$ cat config.mk
export PLATFORM = sky130hd
export DESIGN_NAME = explosion_anim_ctrl
export DESIGN_NICKNAME = d
export VERILOG_FILES = /design/src/rtl/explosion_anim_ctrl.sv
export SDC_FILE = /design/constraint.sdc
export NUM_CORES = 1
export LEC_CHECK = 0
export CAP_MARGIN = 0
export CORE_MARGIN = 2
export CORE_UTILIZATION = 46
export CTS_CLUSTER_DIAMETER = 60
export CTS_CLUSTER_SIZE = 14
export DETAILED_ROUTE_END_ITERATION = 10
export PLACE_DENSITY_LB_ADDON = 0.08
export SLEW_MARGIN = 0
export SYNTH_ARGS = -nofsm -noshare
export SYNTH_HDL_FRONTEND = slang
export SYNTH_SLANG_ARGS = --single-unit
export TNS_END_PERCENT = 1
$ cat constraint.sdc
create_clock -name vga_clk -period 2.4 [get_ports vga_clk]
set_clock_uncertainty 0.05 [all_clocks]
set_input_delay 0.48 -clock vga_clk [delete_from_list [all_inputs] [get_ports vga_clk]]
set_output_delay 0.48 -clock vga_clk [all_outputs]
set_load 0.02 [all_outputs]
$ cat src/rtl/explosion_anim_ctrl.sv
`default_nettype none
// ============================================================================
//  Module   : explosion_anim_ctrl
//  Purpose  : Sequencer for the explosion sprite renderers. Latches a clamped
//             sprite position on trigger, steps through NUM_STAGES animation
//             stages (FRAME_TICKS video frames each) and, for every pixel,
//             produces the stage select, a hit flag and the SPRITE_SIZE^2
//             sprite ROM address for the downstream ROM/palette stage.
//  Ports    :
//    vga_clk     in   1   pixel clock, rising edge
//    reset_n     in   1   asynchronous active-low reset
//    frame_start in   1   one-cycle pulse at the start of each video frame
//    trigger     in   1   one-cycle explosion request (honoured in IDLE only)
//    trig_x/y    in   10  requested sprite left/top edge, pixels
//    DrawX/Y     in   10  current pixel column/row
//    busy        out  1   high from accepted trigger until the last stage ends
//    stage       out  2   current stage index, selects renderer ROM
//    pixel_hit   out  1   current pixel lies inside the sprite box (1-cycle lat.)
//    rom_address out  10  {dy,dx} offset into the sprite when pixel_hit, else 0
//    done        out  1   one-cycle pulse when the animation finishes
//  Revision : 1.0 - initial release
// ============================================================================
module explosion_anim_ctrl #(
    parameter int FRAME_TICKS = 6,
    parameter int NUM_STAGES  = 3,
    parameter int SPRITE_SIZE = 32,
    parameter int H_ACTIVE    = 640,
    parameter int V_ACTIVE    = 480
) (
    input  logic       vga_clk,
    input  logic       reset_n,
    input  logic       frame_start,
    input  logic       trigger,
    input  logic [9:0] trig_x,
    input  logic [9:0] trig_y,
    input  logic [9:0] DrawX,
    input  logic [9:0] DrawY,
    output logic       busy,
    output logic [1:0] stage,
    output logic       pixel_hit,
    output logic [9:0] rom_address,
    output logic       done
);

    localparam int c_OFS_W  = $clog2(SPRITE_SIZE);
    localparam int c_TICK_W = (FRAME_TICKS > 1) ? $clog2(FRAME_TICKS) : 1;

    localparam logic [c_TICK_W-1:0] c_TICK_LAST  = c_TICK_W'(FRAME_TICKS - 1);
    localparam logic [1:0]          c_STAGE_LAST = 2'(NUM_STAGES - 1);
    localparam logic [9:0]          c_X_MAX      = 10'(H_ACTIVE - SPRITE_SIZE);
    localparam logic [9:0]          c_Y_MAX      = 10'(V_ACTIVE - SPRITE_SIZE);
    localparam logic [10:0]         c_SIZE11     = 11'(SPRITE_SIZE);

    typedef enum logic [1:0] {
        ST_IDLE  = 2'd0,
        ST_ARMED = 2'd1,
        ST_PLAY  = 2'd2
    } state_t;

    state_t              r_state;
    logic [9:0]          r_x0;
    logic [9:0]          r_y0;
    logic [c_TICK_W-1:0] r_tick;
    logic [1:0]          r_stage;
    logic                r_busy;
    logic                r_done;
    logic                r_pixel_hit;
    logic [9:0]          r_rom_address;

    // ------------------------------------------------------------------
    // Position clamp: keeps the whole sprite on screen.
    // ------------------------------------------------------------------
    logic [9:0] w_clamp_x;
    logic [9:0] w_clamp_y;

    assign w_clamp_x = (trig_x > c_X_MAX) ? c_X_MAX : trig_x;
    assign w_clamp_y = (trig_y > c_Y_MAX) ? c_Y_MAX : trig_y;

    // ------------------------------------------------------------------
    // Sequencer
    // ------------------------------------------------------------------
    always_ff @(posedge vga_clk or negedge reset_n) begin
        if (!reset_n) begin
            r_state <= ST_IDLE;
            r_x0    <= '0;
            r_y0    <= '0;
            r_tick  <= '0;
            r_stage <= '0;
            r_busy  <= 1'b0;
            r_done  <= 1'b0;
        end else begin
            r_done <= 1'b0;
            case (r_state)
                ST_IDLE: begin
                    // A trigger coinciding with the done pulse belongs to the
                    // animation that just ended and is dropped.
                    if (trigger && !r_done) begin
                        r_x0    <= w_clamp_x;
                        r_y0    <= w_clamp_y;
                        r_busy  <= 1'b1;
                        r_state <= ST_ARMED;
                    end
                end
                ST_ARMED: begin
                    // Wait for a frame boundary so stage 0 is never shown
                    // for a partial frame.
                    if (frame_start) begin
                        r_state <= ST_PLAY;
                        r_stage <= '0;
                        r_tick  <= '0;
                    end
                end
                ST_PLAY: begin
                    if (frame_start) begin
                        if (r_tick != c_TICK_LAST) begin
                            r_tick <= r_tick + 1'b1;
                        end else if (r_stage != c_STAGE_LAST) begin
                            r_stage <= r_stage + 2'd1;
                            r_tick  <= '0;
                        end else begin
                            r_state <= ST_IDLE;
                            r_stage <= '0;
                            r_tick  <= '0;
                            r_busy  <= 1'b0;
                            r_done  <= 1'b1;
                        end
                    end
                end
                default: begin
                    r_state <= ST_IDLE;
                end
            endcase
        end
    end

    // ------------------------------------------------------------------
    // Hit test and ROM address. End-of-box sums are 11 bits wide so a box
    // near the right/bottom edge cannot wrap around.
    // ------------------------------------------------------------------
    logic [10:0]        w_x_end;
    logic [10:0]        w_y_end;
    logic               w_hit;
    logic [c_OFS_W-1:0] w_dx;
    logic [c_OFS_W-1:0] w_dy;

    assign w_x_end = {1'b0, r_x0} + c_SIZE11;
    assign w_y_end = {1'b0, r_y0} + c_SIZE11;
    assign w_hit   = (DrawX >= r_x0) && ({1'b0, DrawX} < w_x_end) &&
                     (DrawY >= r_y0) && ({1'b0, DrawY} < w_y_end);

    // Inside the box the offsets are below SPRITE_SIZE, so only the low
    // bits of the difference are needed.
    assign w_dx = DrawX[c_OFS_W-1:0] - r_x0[c_OFS_W-1:0];
    assign w_dy = DrawY[c_OFS_W-1:0] - r_y0[c_OFS_W-1:0];

    always_ff @(posedge vga_clk or negedge reset_n) begin
        if (!reset_n) begin
            r_pixel_hit   <= 1'b0;
            r_rom_address <= '0;
        end else if ((r_state == ST_PLAY) && w_hit) begin
            r_pixel_hit   <= 1'b1;
            r_rom_address <= 10'({w_dy, w_dx});
        end else begin
            r_pixel_hit   <= 1'b0;
            r_rom_address <= '0;
        end
    end

    assign busy        = r_busy;
    assign stage       = r_stage;
    assign done        = r_done;
    assign pixel_hit   = r_pixel_hit;
    assign rom_address = r_rom_address;

endmodule
`default_nettype wire
* Word-level counts from Yosys, hierarchy flattened *
Index checks and enable logic that the tools add are counted.

storage, ports and cells
  output and inout bits = 15
  RAM bits = 0
  latch bits = 0
  register bits after elaboration = 40
  memory bits (read-only) = 0
  memories kept = 0
  logic and storage cells = 72
  input bits = 44

cells by class
  equal/unequal tests = 9
  divide/modulo/power cells = 0
  magnitude comparators = 6
  bitwise gates (word level) = 0
  shift-type cells = 0
  reductions and logical operators = 14
  multiply operators = 0
  $add $sub $neg = 6
  muxes and demuxes = 28

operator list
  operator                                              number
  2-to-1 mux 10 bit                                     3
  adder 10 x 6 -> 11 bit (second input constant)        2
  less-than comparator 10 x 11 -> 1 bit                 2
  greater-or-equal comparator 10 bit                    2
  2-to-1 mux 2 bit                                      9
  != test 2 bit (second input constant)                 6
  > comparator 10 bit (second input constant)           1
  > comparator 10 x 9 -> 1 bit (second input constant)  1
  AND reduction 5 bit                                   2
  subtractor 5 bit                                      2
  2-to-1 mux 1 bit                                      9
  2-to-1 mux 3 bit                                      3
  one-hot mux 2 bit (3 select lines)                    1
  one-hot mux 3 bit (2 select lines)                    1
  logical AND 1 bit                                     5
  one-hot mux 2 bit (2 select lines)                    1
  AND reduction 4 bit                                   1
  nonzero test 2 bit                                    2
  adder 3 x 1 -> 3 bit (second input constant)          1
  != test 3 bit (second input constant)                 1
  AND reduction 3 bit                                   1
  adder 2 x 1 -> 2 bit (second input constant)          1
  == test 2 x 1 -> 1 bit (second input constant)        1
  == test 2 bit (second input constant)                 1
  other kinds (4)                                       4

* Depth between registers and ports, before layout *
Gate-level depths: netlist of run 1.

  word-level depth = 7
  mapped depth = 11
  mapped depth without buffers = 11

* Worst setup path before layout of run 1 *
OpenSTA, ideal clock, no wires.

  path type = register -> register
  start point = register r_x0[5]
  end point = register r_rom_address[3] (netlist: rom_address[3])
  period minus slack after synthesis = 2.241 ns
  path buffers = 0
  cell stages (with the launch flop) = 10
  arrival time = 2.104 ns
  required time = 2.263 ns
  setup slack = 0.159 ns
  setup time = 0.087 ns
  path through = dfrtp_1 > ha_1 > nand3_1 > xnor2_1 > ha_1 > nor2b_1 > a32o_1 > a2111oi_2 > nand3_2 > a211oi_2

on the way
  longest elaborated chain between the ends = 7
  elaborated cells between the ends (all ways) = 8
  those cells by class = add/sub (1); order compare (2); mux (1); reduce/logical (4)

RTL lines
  what                                   line  source
  from (decl)                            61    logic [9:0] r_x0;
  from (signal assigned)                 98    r_x0 <= w_clamp_x;
  adder 10 x 6 -> 11 bit                 146   assign w_x_end = {1'b0, r_x0} + c_SIZE11;
  less-than comparator 10 x 11 -> 1 bit  148   assign w_hit = (DrawX >= r_x0) && ({1'b0, DrawX} < w_x_end) &&
  logical AND 1 bit (*) (2 in series)    148
  logical AND 1 bit (*)                  149   (DrawY >= r_y0) && ({1'b0, DrawY} < w_y_end);
  logical AND 1 bit (*)                  160   end else if ((r_state == ST_PLAY) && w_hit) begin
  2-to-1 mux 10 bit (*)                  160
  to (signal assigned)                   162   r_rom_address <= 10'({w_dy, w_dx});
  to (decl)                              68    logic [9:0] r_rom_address;

Every way passes the cells marked *; elsewhere a longest branch is shown, timed or not.
A chain may end at the register's enable or synchronous reset.

* Final worst setup path of run 1 *
  start point = register r_x0[6]
  end point = register r_rom_address[9] (netlist: rom_address[9])

Same word-level chain as after synthesis.

==> results.ini, run 1 <==
[power_and_ir_drop]
ir_drop_uv=619
leakage_nw=1.76
total_power_w=0.00370
p_per_area_mw_per_mm2=970

[global_route]
antenna_found_initial=0
grt_pass1_wl_mm=10.6
grt_pass1_vias=2436
grt_usage_pct=21.5
overflow=0
grt_max_degree=41

[cells_and_area]
final_nets=462
drive_above_1_share_pct=21.6
final_common_cell=clkdlybuf4s50_1
diodes=0
mostFrequentLayoutCells=clkdlybuf4s50_1 (55), dfrtp_1 (40), buf_4 (40), inv_1 (32), ha_1 (28)
area_growth_pct=46.7

[floorplan]
rows=27
dieArea_mm2=0.00628
pin_count=59
initial_utilization_pct=47.6
core_area_mm2=0.00547
dieHeight_um=79.2
die_x_um=79.2

[sta]
finalSetupViolations=0
rsz0062_at_grt=yes
tightest_slew_ns=0.889
max_slew_margin_pct=40.8
fmax_mhz=426
hold_viol=0
fin_crit_ns=2.35
worst_slack_ns=0.0541
min_period_over_period_pct=97.7
slew_violations=0

[worst_setup_path]
required_ns=2.58
worstPathArrival_ns=2.52
cp_max_fo=5
end_kind=flip-flop
critPathKind=flip-flop to flip-flop
startpoint_type=flip-flop

[clocking]
postCtsHoldBufs=0
cts.path.max_buffers=2
clock_latency_ns=0.29
htree_levels=2
root_buffer=clkbuf_8
cts_sinks=40
cts_buffers=5
tritoncts=done
clkTransAtPathRegs_ns=0.08

[route]
finalWirelength_mm=6.46
vias_per_cell=5.31
num_vias=2422
drt-pass1-iter-count=4
route.detailed.drc=0
ant_nets=0
avgRoutedWirePerCell_um=14.2
drt_iter0_drc=99

[min_path]
hp-class=input port to async pin

[synth]
synth_edf_count=0
ys_dominant_reg_cell=dfrtp_1
synth-async-reset-ratio_pct=100
synth_nets=359
ys_seq_elements=40
synthesis.area_mm2=0.00260
yosys_warnings=0
syn_area_per_cell_um2=9.26
ys_types=49
yosysSeqAreaShare_pct=38.5
postSynthCellCount=281

[placement]
dp_hpwl_mm=4.90
place_ws_ns=-0.421
gp_congestion=0.846
io_buffers=58

[status]
outcome=finished, final reports clean

[job]
maxCapViolations=0

state kept, by name (all words and copies together), names as in the netlist:
name	count
busy	1
rom_address	10
r_y0	10
r_x0	10
pixel_hit	1
r_tick	3
done	1
r_state	2
stage	2
what timing repair did:
| item | in CTS | in global routing |
|---|---|---|
| hold endpoints to repair | 0 | 0 |
| setup endpoints to repair | 7 | 9 |
| gates cloned | 0 | 0 |
| setup buffers | 5 | 3 |
| gates resized for setup | 12 | 18 |
| pin swaps | 9 | 12 |
layer usage:
layer	global-route usage (%)	vias up	routed length, µm
met5	0	-	0
met4	5.17	0	68
met3	3.86	6	227
met2	38.7	50	3300
met1	26.7	1173	2860
li1	-	1193	-
path summary, 6_finish.rpt:
path | start | to | slack, ns | depth (start not counted)
max | r_x0[6]$_DFFE_PN0P_ | rom_address[9]$_DFF_PN0_ | 0.05 | 11
min | reset_n | r_x0[1]$_DFFE_PN0P_ | 0.25 | 1
max reg2reg | r_x0[6]$_DFFE_PN0P_ | rom_address[9]$_DFF_PN0_ | 0.05 | 11
min reg2reg | r_y0[0]$_DFFE_PN0P_ | r_y0[0]$_DFFE_PN0P_ | 0.49 | 1
max in group asynchronous | reset_n | rom_address[1]$_DFF_PN0_ | 1.48 | 1
min in group vga_clk | r_y0[0]$_DFFE_PN0P_ | r_y0[0]$_DFFE_PN0P_ | 0.49 | 1
logic make-up after synthesis:
logic type / count (synthesis) / share of synthesized area, %
adders and majority gates: 34 / 16.9
and+or+nand+nor: 77 / 14.9
AOI/OAI and AO/OA: 80 / 20.3
DFF: 40 / 38.5
xor gates and xnor gates: 10 / 3.37
muxes: 1 / 0.433
buffers and inverters: 39 / 5.62
critical path, cell delays in order, from the launching register on:
cell       delay (ns)
dfrtp_1          0.42
buf_4            0.15
nand3_2          0.10
xnor2_2          0.16
ha_1             0.30
a21oi_1          0.13
nor2b_1          0.06
a32o_2           0.24
a2111oi_4        0.22
nand3_2          0.20
buf_6            0.17
nor2_2           0.09
through the flow:
stage	hold slack [ns]	instances	instance area, µm²	utilization [%]	TNS, ns
2_1_floorplan	0.134	281	2600	-	0
3_3_place_gp	0.450	441	3510	64.2	-3.49
4_1_cts	0.294	453	3730	68.1	0
6_report	0.254	456	3820	69.8	0
5_1_grt	0.340	456	3820	69.8	-0.201
3_5_place_dp	0.461	441	3510	64.2	-3.80
cell usage after synthesis (3+ instances only):
master     n  area, µm²
dfrtp_1   40       1000
inv_1     33        124
ha_1      32        400
o21ai_0   29        145
nand2_1   23       86.3
nor2_1    18       67.6
a21oi_1   15       75.1
xnor2_1    8       70.1
a21o_1     7       52.6
nand3_1    6       30.0
nor3_1     6       30.0
a22o_1     5       43.8
clkbuf_1   5       18.8
nor2b_1    5       31.3
nand2b_1   3       18.8
nand4_1    3       18.8
power by group:
part	total (W)	internal, W	switching, W
sequential	0.00103	0.000863	0.000170
clock	0.000646	0.000409	0.000237
combinational	0.00203	0.00104	0.000988
total	0.00370	0.00231	0.00139
final cells by class:
type,instances,area (µm²)
Fill cell,470,1650
Tap cell,72,90.1
Inverter,34,128
Clock inverter,2,60.1
Multi-Input combinational cell,202,1560
Timing Repair Buffer,101,915
Clock buffer,5,68.8
Sequential cell,40,1000
Note: power is estimated with default switching activity, not from simulation.
==> run 2: changes to the inputs <==
Settings changed: CORE_UTILIZATION 46 to 51.
Clock period 2.4 ns to 2.5 ns, I/O delays scaled along.
==> results.ini, run 2 (synthesis gave the netlist of run 1 again) <==
[placement]
gp_congestion=0.816
dp_hpwl_mm=4.54
io_buffers=58
placed_area_mm2=0.00342

[route]
num_vias=2286
ant_nets=0
drt-pass1-iter-count=5
routed-wl-met3_um=288
vias_per_cell=5.27
route.detailed.drc=0
avgRoutedWirePerCell_um=13.4
highest_layer=met4
finalWirelength_mm=5.80
met1_length_mm=2.64
dr_wl_met2_mm=2.79
drt_iter0_drc=80

[power_and_ir_drop]
comb_power_share_pct=52.6
seqPwrFrac_pct=31.3
switchingPower_w=0.00122
p_per_area_mw_per_mm2=890
clkPwrFrac_pct=16.1
ir_drop_uv=590
intPower_w=0.00196
sw_frac_of_total_pct=38.5
leakage_nw=1.63

[worst_setup_path]
ff2ff_setup_slack_ns=0.15
cp_cell_sequence=clkdlybuf4s50_1 > ha_1 > nand2_1 > o21ai_0 > nor3_2 > a2111oi_4 > nand3_2 > buf_6 > nor2_1
crit_buf_inv=2
ff2ff_path_depth=10
worstPathArrival_ns=2.55
startpoint_type=input port
cp_slowest_cell=clkdlybuf4s50_1
critical-path-top-delay-family=compound AO/OA/AOI/OAI gates
required_ns=2.67
critical_path_depth=9
cp_max_fo=5
endpoint=rom_address[4]$_DFF_PN0_
critPathKind=input port to flip-flop
r2r_start=r_x0[5]$_DFFE_PN0P_
startpoint=DrawY[8]
worst_path_largest_cell_delay_ns=0.46
rr_endpoint=rom_address[4]$_DFF_PN0_
end_kind=flip-flop

[floorplan]
core_area_mm2=0.00482
rows=25
pin_count=59
dieArea_mm2=0.00569
die_x_um=75.4
initial_utilization_pct=54.0
dieHeight_um=75.4

[sta]
finalSetupViolations=0
hold_viol=0
min_period_over_period_pct=95.1
tightest_slew_ns=0.886
timing.hold.ws_ns=0.276
fmax_mhz=421
fin_crit_ns=2.38
rsz0062_at_grt=yes
max_slew_margin_pct=40.9
slew_violations=0

[clocking]
htree_levels=2
clkTransAtPathRegs_ns=0.07
cts_sinks=40
tritoncts=done
cts_buffers=5
root_buffer=clkbuf_8
clock_latency_ns=0.29
cts.path.max_buffers=2

[global_route]
grt_max_degree=41
grt_usage_pct=22.0
grt_pass1_wl_mm=9.45
antenna_found_initial=0
overflow=0
grt_pass1_vias=2132

[status]
outcome=finished, final reports clean

[cells_and_area]
final_nets=444
final_common_cell=clkdlybuf4s50_1
mostFrequentLayoutCells=clkdlybuf4s50_1 (57), dfrtp_1 (40), inv_1 (33), ha_1 (31), o21ai_0 (28)
drive_above_1_share_pct=13.4
area_growth_pct=37.4
diodes=0
design_area_mm2=0.00358

[job]
maxCapViolations=0

[min_path]
hp-class=input port to async pin

run 2: cell count changes in the layout (fill, tap and decap cells not counted), moves of 3 or more:
| cell | change |
|---|---|
| buf_4 | -16 |
| nand3_1 | +3 |
| ha_1 | +3 |
| nand3_2 | -3 |
run 2: per-stage QoR:
step | util [%] | setup WS, ns | cells | total power, W | TNS (ns)
2_1_floorplan | - | 0.243 | 281 | 0.00204 | 0
3_3_place_gp | 71.0 | -0.200 | 424 | 0.00258 | -1.79
3_5_place_dp | 71.0 | -0.278 | 424 | 0.00261 | -2.51
4_1_cts | 73.2 | 0.0200 | 432 | 0.00316 | 0
5_1_grt | 74.2 | -0.00689 | 434 | 0.00348 | -0.0142
6_report | 74.2 | 0.122 | 434 | 0.00318 | 0
run 2: worst register-to-register path, cell delays in order, from the launching register on:
cell	delay, ns
dfrtp_1	0.41
ha_2	0.21
nand3_1	0.09
xnor2_1	0.14
ha_1	0.28
nor2b_1	0.14
a32o_1	0.23
a2111oi_4	0.28
nand3_2	0.18
buf_6	0.17
nor2_1	0.10
run 2: power groups by stage:
| stage | logic [W] | registers, W | clock network (W) |
|---|---|---|---|
| after detailed placement | 0.00160 | 0.00101 | 0 |
| final | 0.00167 | 0.000997 | 0.000511 |
| after global placement | 0.00158 | 0.00100 | 0 |
| after CTS | 0.00163 | 0.000998 | 0.000529 |
| after floorplan | 0.00108 | 0.000963 | 0 |
| after global routing | 0.00189 | 0.00103 | 0.000563 |
run 2: layout make-up:
type | instances | area (µm²)
Multi-Input combinational cell | 202 | 1490
Fill cell | 384 | 1240
Sequential cell | 40 | 1000
Timing Repair Buffer | 83 | 767
Inverter | 34 | 128
Tap cell | 67 | 83.8
Clock buffer | 6 | 72.6
Clock inverter | 2 | 35.0
run 2: worst min path at each step:
stage	end	startpoint	slack [ns]	depth (start not counted)
after floorplan	busy$_DFFE_PN0P_	reset_n	0.15	0
after global placement	r_x0[0]$_DFFE_PN0P_	r_x0[0]$_DFFE_PN0P_	0.45	1
after detailed placement	r_x0[0]$_DFFE_PN0P_	r_x0[0]$_DFFE_PN0P_	0.47	1
after CTS	r_x0[0]$_DFFE_PN0P_	reset_n	0.32	1
after global routing	r_x0[0]$_DFFE_PN0P_	reset_n	0.35	1
final	rom_address[1]$_DFF_PN0_	reset_n	0.28	1
run 2: layer usage:
metal / vias to the layer above / global-route usage [%]
li1: 1161 / -
met1: 1056 / 29.1
met2: 61 / 36.7
met3: 8 / 4.23
met4: 0 / 6.63
met5: - / 0
run 2: what timing repair did:
action,CTS,global route
setup endpoints to repair,0,9
resized for setup,0,7
setup buffers,0,2
hold buffers,0,0
==> run 3: changes to the inputs <==
Settings changed: SETUP_SLACK_MARGIN set to 0.4, SLEW_MARGIN 0 to 20.
==> results.ini, run 3 (synthesis gave the netlist of run 1 again) <==
[status]
outcome=finished, final reports clean

[sta]
slew_violations=0
fin_crit_ns=2.42
max_slew_margin_pct=42.5
finalSetupViolations=0
fmax_mhz=414
hold_viol=0
min_period_over_period_pct=96.6
worst_slack_ns=0.0840
tns_ns=0
tightest_slew_ns=0.862
rsz0062_at_grt=yes
timing.hold.ws_ns=0.266

[cells_and_area]
fillers=371
final_util_pct=75.7
multiInputGateArea_mm2=0.00152
diodes=0
drive_above_1_share_pct=16.8
final_common_cell=clkdlybuf4s50_1
final_nets=451
mostFrequentLayoutCells=clkdlybuf4s50_1 (56), dfrtp_1 (37), buf_4 (32), inv_1 (31), ha_1 (30)
area_growth_pct=40.1
register_area_mm2=0.00100

[worst_setup_path]
worstPathArrival_ns=2.59
startpoint_type=flip-flop
rr_endpoint=rom_address[4]$_DFF_PN0_
required_ns=2.68
ff2ff_path_depth=9
end_kind=flip-flop
r2r_start=r_y0[7]$_DFFE_PN0P_
ff2ff_setup_slack_ns=0.08
cp_max_fo=5
critPathKind=flip-flop to flip-flop

[floorplan]
rows=25
pin_count=59
dieHeight_um=75.4
die_x_um=75.4
core_area_mm2=0.00482
dieArea_mm2=0.00569
initial_utilization_pct=54.0

[placement]
place_ws_ns=-0.187
dp_hpwl_mm=4.68
gp_congestion=0.817
io_buffers=58

[global_route]
grt_pass1_vias=2222
grt_max_degree=41
antenna_found_initial=0
grt_pass1_wl_mm=9.72
grt_usage_pct=22.5
overflow=0

[route]
avgRoutedWirePerCell_um=13.4
vias_per_cell=5.22
num_vias=2302
finalWirelength_mm=5.91
drt_iter0_drc=58
drt-pass1-iter-count=4
ant_nets=0
route.detailed.drc=0

[clocking]
root_buffer=clkbuf_8
cts_buffers=5
cts_sinks=40
clkTransAtPathRegs_ns=0.07
htree_levels=2
clock_latency_ns=0.30
tritoncts=done
cts.path.max_buffers=2

[power_and_ir_drop]
ir_drop_uv=485
p_per_area_mw_per_mm2=877
leakage_nw=1.66
total_power_w=0.00320

[job]
maxCapViolations=0

[min_path]
hp-class=input port to async pin

run 3: cell types whose count changed in the layout (fill, tap and decap cells not counted), moves of 2 or more:
cell	previous run	this run
and2_4	0	2
and2_2	2	0
buf_4	24	32
inv_2	1	3
ha_4	0	2
inv_1	33	31
dfrtp_1	40	37
dfrtp_2	0	3
run 3: worst max path at each step:
| stage | slack (ns) | startpoint | to |
|---|---|---|---|
| after global routing | -0.06 | r_x0[5]$_DFFE_PN0P_ | rom_address[8]$_DFF_PN0_ |
| after global placement | -0.18 | DrawX[0] | rom_address[6]$_DFF_PN0_ |
| after floorplan | 0.33 | r_x0[5]$_DFFE_PN0P_ | rom_address[8]$_DFF_PN0_ |
| after CTS | 0.12 | DrawX[0] | rom_address[4]$_DFF_PN0_ |
| after detailed placement | -0.19 | DrawX[0] | rom_address[4]$_DFF_PN0_ |
| final | 0.08 | r_y0[7]$_DFFE_PN0P_ | rom_address[4]$_DFF_PN0_ |
run 3: power breakdown:
group          switching (W)  internal (W)  total [W]  leakage, nW
combinational       0.000876      0.000878    0.00175         1.10
clock               0.000224      0.000224   0.000448       0.0445
sequential          0.000163      0.000833   0.000996        0.518
run 3: cell type report:
class / count / share of cell area (%)
multi-input combinational: 202 / 41.6
inverter: 34 / 3.50
clock buffer: 7 / 2.37
clock inverter: 1 / 0.206
timing repair buffer: 90 / 22.4
tap: 67 / 2.30
sequential: 40 / 27.6
run 3: per-layer routing:
| layer | GRT usage (%) | share of wire, % | vias to the layer above |
|---|---|---|---|
| met3 | 4.89 | 5.2 | 10 |
| met1 | 28.4 | 45 | 1067 |
| met5 | 0 | 0 | - |
| met2 | 38.5 | 48 | 52 |
| met4 | 7.60 | 1.8 | 0 |
| li1 | - | - | 1173 |
run 3: critical path, cell delays in order (launching register included):
cell       delay, ns
dfrtp_1         0.42
and3_4          0.20
xnor2_1         0.12
ha_1            0.30
a21o_1          0.17
a32o_1          0.28
a2111oi_4       0.33
nand3_2         0.19
buf_4           0.18
nor2_1          0.10
run 3: through the flow:
step,instances,cell area (µm²)
after detailed placement,432,3500
after global routing,441,3650
after CTS,440,3600
after global placement,432,3500
after floorplan,281,2630
final,441,3650
run 3: timing repair:
action | in CTS | in global routing
hold buffers | 0 | 0
buffers inserted | 0 | 1
endpoints found under the setup margin | 11 | 11
pin swaps | 1 | 4
gates resized for setup | 1 | 7
gates cloned | 0 | 0
